`src/rtl/shift_seq_pkg.sv`:
```
// Shared definitions for the shift sequencer: op codes, FSM encodings, default widths.
// Latency: n/a (constants and types only).
// Backpressure: n/a.
package shift_seq_pkg;

  localparam int WIDTH_DEF = 32;
  localparam int SHW_DEF   = 5;

  localparam logic [1:0] OP_SLL = 2'b00;
  localparam logic [1:0] OP_SRL = 2'b01;
  localparam logic [1:0] OP_SRA = 2'b10;

  typedef enum logic [1:0] {
    ST_IDLE = 2'b00,
    ST_RUN  = 2'b01,
    ST_DONE = 2'b10
  } state_t;

endpackage

```
`src/rtl/shift_seq_shift1_unit.sv`:
```
// Single-position shifter stage: acc shifted by one bit according to op (11 acts as SLL).
// Latency: purely combinational.
// Backpressure: none; right shifts exist only when SHIFT_SEQ_RIGHT_EN is defined, else every op is SLL.
module shift1_unit
  import shift_seq_pkg::*;
#(
  parameter int WIDTH = WIDTH_DEF
) (
  input  logic [WIDTH-1:0] acc,
  input  logic [1:0]       op,
  output logic [WIDTH-1:0] nxt
);

`ifdef SHIFT_SEQ_RIGHT_EN
  // Select the one-bit step; reserved op code falls back to a left shift.
  always_comb begin
    nxt = {acc[WIDTH-2:0], 1'b0};
    case (op)
      OP_SRL:  nxt = {1'b0, acc[WIDTH-1:1]};
      OP_SRA:  nxt = {acc[WIDTH-1], acc[WIDTH-1:1]};
      default: nxt = {acc[WIDTH-2:0], 1'b0};
    endcase
  end
`else
  // Right-shift logic is not built; op is kept only so the port list stays stable.
  logic unused_op;
  assign unused_op = ^op;

  // Only the left-shift step exists in this build.
  always_comb begin
    nxt = {acc[WIDTH-2:0], 1'b0};
  end
`endif

endmodule

```
`src/rtl/shift_seq.sv`:
```
// Multi-cycle shift sequencer: one command applies shamt single-bit steps, then pulses done with result.
// Latency: shamt+2 cycles from accepted start to done; next command accepted shamt+3 edges after the previous.
// Backpressure: start is taken only in IDLE; strobes during RUN/DONE are dropped (no queueing). SHIFT_SEQ_RIGHT_EN enables SRL/SRA.
module shift_seq
  import shift_seq_pkg::*;
#(
  parameter int WIDTH = WIDTH_DEF,
  parameter int SHW   = SHW_DEF
) (
  input  logic             clk,
  input  logic             rst,
  input  logic             start,
  input  logic [1:0]       op,
  input  logic [WIDTH-1:0] num,
  input  logic [SHW-1:0]   shamt,
  output logic             busy,
  output logic             done,
  output logic [WIDTH-1:0] result
);

  state_t           state;
  state_t           state_d;
  logic [WIDTH-1:0] acc;
  logic [WIDTH-1:0] nxt_acc;
  logic [SHW-1:0]   cnt;
  logic [1:0]       op_q;

  shift1_unit #(
    .WIDTH (WIDTH)
  ) u_shift1 (
    .acc (acc),
    .op  (op_q),
    .nxt (nxt_acc)
  );

  // State register; reset aborts any command in flight.
  always_ff @(posedge clk or posedge rst) begin
    if (rst) begin
      state <= ST_IDLE;
    end else begin
      state <= state_d;
    end
  end

  // Next-state: accept in IDLE, step until the counter drains, one DONE cycle.
  always_comb begin
    state_d = state;
    case (state)
      ST_IDLE: if (start) state_d = ST_RUN;
      ST_RUN:  if (cnt == '0) state_d = ST_DONE;
      ST_DONE: state_d = ST_IDLE;
      default: state_d = ST_IDLE;
    endcase
  end

  // Datapath: latch the command on acceptance, then one shift step per RUN cycle.
  always_ff @(posedge clk or posedge rst) begin
    if (rst) begin
      acc  <= '0;
      cnt  <= '0;
      op_q <= OP_SLL;
    end else if (state == ST_IDLE && start) begin
      acc  <= num;
      cnt  <= shamt;
      op_q <= op;
    end else if (state == ST_RUN && cnt != '0) begin
      acc <= nxt_acc;
      cnt <= cnt - SHW'(1);
    end
  end

  // Registered outputs: done/result trail the DONE state by one edge, and busy
  // covers that pulse cycle too, so it drops together with done. A start seen
  // on the edge ending the pulse is accepted (state is already IDLE there).
  always_ff @(posedge clk or posedge rst) begin
    if (rst) begin
      busy   <= 1'b0;
      done   <= 1'b0;
      result <= '0;
    end else begin
      busy <= (state_d != ST_IDLE) || (state == ST_DONE);
      done <= (state == ST_DONE);
      if (state == ST_DONE) result <= acc;
    end
  end

endmodule

```
`config.mk`:
```
export PLATFORM = sky130hd
export DESIGN_NAME = shift_seq
export DESIGN_NICKNAME = d
export VERILOG_FILES = /design/src/rtl/shift_seq_pkg.sv /design/src/rtl/shift_seq_shift1_unit.sv /design/src/rtl/shift_seq.sv
export SDC_FILE = /design/constraint.sdc
export NUM_CORES = 1
export LEC_CHECK = 0
export ABC_AREA = 1
export CORE_MARGIN = 8
export CORE_UTILIZATION = 60
export CTS_BUF_LIST = sky130_fd_sc_hd__clkbuf_8
export DETAILED_ROUTE_END_ITERATION = 7
export DONT_BUFFER_PORTS = 1
export MAX_ROUTING_LAYER = met4
export PLACE_DENSITY = 0.83
export SLEW_MARGIN = 15
export SYNTH_ARGS = -nofsm -noshare
export SYNTH_HDL_FRONTEND = slang
export SYNTH_SLANG_ARGS = --single-unit
export TNS_END_PERCENT = 30
```
`constraint.sdc`:
```
create_clock -name clk -period 2.26 [get_ports clk]
set_input_delay 0.226 -clock clk [delete_from_list [all_inputs] [get_ports clk]]
set_output_delay 0.226 -clock clk [all_outputs]
set_load 0.005 [all_outputs]
```
==> flow_summary.ini, run 1 <==
[synthesis]
synth_flop_cell = dfrtp_1
synth-edff-count = 0
yosys.area.top_type = dfrtp_1
synth_nets = 418
synth_compound_area_share_pct = 0.9404
async_flop_share_pct = 100.0
synth_cells = 375
yosys.area.top_type_share_pct = 57.21
synth_common_cells = nand2_1 (146), dfrtp_1 (73), nand3_1 (73), nand4_1 (27)
yosysMostFrequentCell = nand2_1
synth_xor_xnor_area_share_pct = 0
synth_cell_type_count = 18
yosysWarnings = 0
synthAdderAreaFrac_pct = 0.3918
synth_top_family_by_area = simple AND/OR/NAND/NOR gates
synth_area_per_cell_um2 = 8.515
netlist_area_um2 = 3193
synth-simple-area-share_pct = 36.01
yosys-top-cells-area = dfrtp_1 (57%), nand2_1 (17%), nand3_1 (11%), nand4_1 (5.3%), buf_2 (1.6%)
ys_ff_latch = 73
synthMuxAreaShare_pct = 0
ys_seq_area_share_pct = 57.21

[placement]
numPortBuffers = 0
gp_congestion = 0.7435
placed_area_um2 = 3221
hpwl_mm = 4.550

[clock_tree]
post_cts_resized = 0
path_clk_slew_ns = 0.08
post_cts_buffers = 0
cts.sinks = 73
htreeDepth = 3
cts_root_buf = clkbuf_8
cts_made_buffers = 9
clockBufferDepth = 2
clock_latency_ns = 0.34
tritoncts = built

[worst_setup_path]
crit_fanout = 20
startpoint_type = register
critical_path_class = register to register
required_ns = 2.53
r2r_setup_slack_ns = 0.45
end_kind = register
crit_arrival_ns = 2.08

[pwr]
p_per_area_nw_per_um2 = 1472
cellLeakagePower_nw = 1.740
p_total_mw = 5.040
peakVddDrop_mv = 0.8072

[routing]
viasPerCell = 5.777
num_vias = 2559
routedWlPerCell_um = 16.06
drt-pass1-iter-count = 5
drtAntennaViolNets = 0
drt-initial-drc-count = 160
route.detailed.drc = 0
wirelength_mm = 7.113

[floorplanning]
io_pins = 76
die_h_um = 88.95
dieArea_um2 = 7912
rows = 26
die_w_um = 88.95
initial_utilization_pct = 62.52
core_um2 = 5107

[final_layout]
final.fill_count = 422
nets = 412
area_growth_pct = 7.249
final_util_pct = 67.05
antennaDiodeCount = 0
drive_above_1_share_pct = 9.115
stdcell_area_um2 = 3425

[sta]
drv_slew = 0
setup_viol = 0
fmax_mhz = 552.0
grt_setup_unrepaired = false
relSlewSlack_pct = 56.98
fin_skew_ns = 0.008913
timing.setup.tns_ns = 0
hold_viol_final = 0
tightest_slew_ns = 0.6444
fin_crit_sh_pct = 80.16
finalCriticalPeriod_ns = 1.812

[min_path]
worstHoldPathType = input port to register

[global_route]
grt_use_total_pct = 19.62
grt_pass1_vias = 2537
antenna_found_initial = 0
grt_overflow = 0
grt_max_degree = 74
grt_pass1_wl_mm = 11.68

[run]
drv_cap = 0

[run_status]
status = completed
state kept, by name (all words and copies together), names as in the netlist:
name,flops
acc,32
busy,1
cnt,5
done,1
result,32
state,2
path summary, 6_finish.rpt:
path,start,endpoint,cells after the start
setup / recovery,cnt[0],acc[26],9
hold / removal,num[13],acc[13],2
setup reg to reg,cnt[0],acc[26],9
hold reg to reg,acc[31],result[31],2
max in group asynchronous,rst,acc[23],3
min in group asynchronous,rst,result[3],3
per-layer routing:
metal	routed length (µm)	GRT usage, %
met2	3400	30.66
met5	0	-
met1	2956	23.50
met4	106	6.949
met3	650	6.066
critical path, stage by stage (launching register included):
cell     delay [ns]
dfrtp_1        0.39
inv_1          0.10
ha_1           0.17
inv_1          0.05
nor2_2         0.12
nand3_2        0.10
nand2_2        0.29
buf_4          0.31
nand3_1        0.12
nand3_1        0.09
layout make-up:
cell class                      instances  area [µm²]  area share [%]
Clock buffer                            9       123.9           3.617
Clock inverter                          6       60.06           1.754
Inverter                               13       48.80           1.425
Multi-Input combinational cell        263        1192           34.82
Sequential cell                        73        1827           53.34
Tap cell                               70       87.58           2.558
Timing Repair Buffer                    9       85.08           2.484
what timing repair did:
action	4_1_cts	5_1_grt
setup endpoints to repair	0	0
hold endpoints to repair	74	0
hold buffers	2	0
per-stage QoR:
stage	hold slack (ns)	worst slack [ns]	cells
finish	0.01696	0.4485	443
global route	0.008065	0.3151	443
CTS	0.004976	0.4481	443
detailed placement	0.2268	0.4675	426
global placement	0.2245	0.5314	426
floorplan	0.3428	0.1807	375
cell families after synthesis:
| logic type | count (synthesis) |
|---|---|
| AO/OA/AOI/OAI | 6 |
| flip-flops | 73 |
| AND/OR/NAND/NOR | 256 |
| adder cells (fa/ha/maj) | 1 |
| buffers and inverters | 39 |
report_power, final:
part	internal (mW)	leakage [nW]	total, mW	switching [mW]
Sequential	1.90	0.934	2.36	0.458
Clock	0.497	0.0909	0.963	0.465
Combinational	0.587	0.716	1.72	1.13
Total	2.99	1.74	5.04	2.05
placed cells by master, fill, tap and decap left out, drive strengths merged:
cell type and count:
nand4 27, clkbuf 9, ha 1, inv 13
nand2 148, clkinvlp 2, dlygate4sd3 2, buf 7
bufinv 1, dfrtp 73, o21ai 6, nor2 6
nand3 75, clkinv 3
No activity file was read; power rests on OpenSTA's default activity.
==> inputs of run 2 (changes only) <==
--- a/config.mk
+++ b/config.mk
@@ -7,12 +7,12 @@
 export LEC_CHECK = 0
 export ABC_AREA = 1
 export CORE_MARGIN = 8
-export CORE_UTILIZATION = 60
+export CORE_UTILIZATION = 59
 export CTS_BUF_LIST = sky130_fd_sc_hd__clkbuf_8
 export DETAILED_ROUTE_END_ITERATION = 7
 export DONT_BUFFER_PORTS = 1
 export MAX_ROUTING_LAYER = met4
-export PLACE_DENSITY = 0.83
+export PLACE_DENSITY = 0.85
 export SLEW_MARGIN = 15
 export SYNTH_ARGS = -nofsm -noshare
 export SYNTH_HDL_FRONTEND = slang
==> constraint.sdc (replaced) <==
create_clock -name clk -period 1.6 [get_ports clk]
set_input_delay 0.16 -clock clk [delete_from_list [all_inputs] [get_ports clk]]
set_output_delay 0.16 -clock clk [all_outputs]
set_load 0.005 [all_outputs]
==> run 2 against run 1 <==
  * Via count increased by 7.1%
  * Maximum frequency rose by 23%
  * Count of clock-buffer cells in the layout unchanged
  * Clock power is 59% higher
  * Critical endpoint is now cnt[1]
  * Global-route usage up 1.9 points
==> flow_summary.ini, run 2 (same netlist as run 1, synthesis figures left out) <==
[run_status]
status = completed

[worst_setup_path]
crit_fanout = 7
crit_path_cell_trace = inv_2 -> ha_2 -> inv_1 -> nor2_4 -> nand3_2 -> nand2_4 -> nand2_2 -> nand2_1 -> nand2_1
critical_path_class = register to register
required_ns = 1.83
cp_common_cell = nand2_1
crit_path_max_incr_delay_ns = 0.40
startpoint_type = register
cp.buffers_inverters = 2
end_kind = register
crit_arrival_ns = 1.71
crit_family = simple AND/OR/NAND/NOR gates
critPathSlowestCell = dfrtp_1

[sta]
setup_viol = 0
tightest_slew_ns = 0.3643
hold_viol_final = 0
fmax_mhz = 676.4
fin_skew_ns = 0.01123
fin_crit_sh_pct = 92.40
fin_ws_ns = 0.1215
finalCriticalPeriod_ns = 1.478
relSlewSlack_pct = 75.66
drv_slew = 0
timing.setup.tns_ns = 0

[routing]
drt-initial-drc-count = 206
drtAntennaViolNets = 0
viasPerCell = 5.617
routedWlPerCell_um = 15.79
num_vias = 2741
drt-pass1-iter-count = 4
wirelength_mm = 7.706
route.detailed.drc = 0

[run]
drv_cap = 0

[final_layout]
final_cell_mix = nand2_1 (146), nand3_1 (73), dfrtp_1 (73)
final_util_pct = 75.64
area_growth_pct = 22.53
layout_commonest_cell = nand2_1
drive_above_1_share_pct = 11.27
top_regs = acc: 32 flops, result: 32 flops, cnt: 5 flops
nets = 455

[placement]
dp_slack_ns = 0.05416
gp_congestion = 0.7631
hpwl_mm = 5.070
numPortBuffers = 0

[pwr]
p_per_area_nw_per_um2 = 1993
peakVddDrop_mv = 1.080
p_total_mw = 7.798
cellLeakagePower_nw = 1.956

[clock_tree]
clock_latency_ns = 0.35
cts_root_buf = clkbuf_8
path_clk_slew_ns = 0.07
cts_made_buffers = 9
htreeDepth = 3
cts.sinks = 73
clockBufferDepth = 2
tritoncts = built

[floorplanning]
core_um2 = 5172
io_pins = 76
dieArea_um2 = 8022
initial_utilization_pct = 61.73
die_h_um = 89.57
die_w_um = 89.57
rows = 26

[global_route]
grt_overflow = 0
grt_use_total_pct = 21.48
antenna_found_initial = 1
grt_pass1_wl_mm = 12.76
grt_pass1_vias = 2672
grt_max_degree = 40

[min_path]
worstHoldPathType = input port to register
==> run 2: final cells by class <==
class                   count  area, µm²
inverters                  13      52.55
flip-flops and latches     73       1827
multi-input cells         263       1205
fillers                   356       1260
well taps                  70      87.58
clock buffers               9      123.9
clock inverters             7      87.58
repair buffers             52      526.8
diodes                      1      2.502
==> run 2: timing repair <==
action                                  4_1_cts  5_1_grt
gates resized for setup                       0        8
endpoints found under the hold margin        85        0
hold buffers                                 33        0
setup buffers                                 0        2
endpoints found under the setup margin        0       36
==> run 2: power by group <==
group / internal, mW / leakage, nW / switching, mW
sequential: 2.69 / 0.934 / 0.667
combinational: 1.20 / 0.915 / 1.72
clock: 0.864 / 0.108 / 0.662
total: 4.75 / 1.96 / 3.05
==> run 2: final timing paths <==
check	startpoint	end	slack, ns	cells after the start
max	cnt[0]	cnt[1]	0.12	9
min	shamt[3]	cnt[3]	0.03	4
max reg2reg	cnt[0]	cnt[1]	0.12	9
min reg2reg	result[10]	result[10]	0.50	2
max in group asynchronous	rst	result[26]	0.75	3
min in group asynchronous	rst	acc[4]	0.27	2
==> run 2: per-layer routing <==
layer | global-route usage (%) | routed length, µm
met1 | 25.70 | 3230
met2 | 33.02 | 3735
met3 | 5.790 | 545
met4 | 9.970 | 195
met5 | - | 0
==> run 2: metrics by stage <==
| stage | hold slack (ns) | cells | instance area (µm²) |
|---|---|---|---|
| detailed placement | 0.03165 | 435 | 3304 |
| CTS | 0.02874 | 484 | 3846 |
| finish | 0.03463 | 488 | 3913 |
| global placement | 0.02745 | 435 | 3304 |
| floorplan | 0.2768 | 375 | 3197 |
| global route | 0.03967 | 488 | 3913 |
==> run 2: worst min-delay path: cells and delay by family <==
family,cells,cell delay [ns]
AND/OR/NAND/NOR,4,0.18
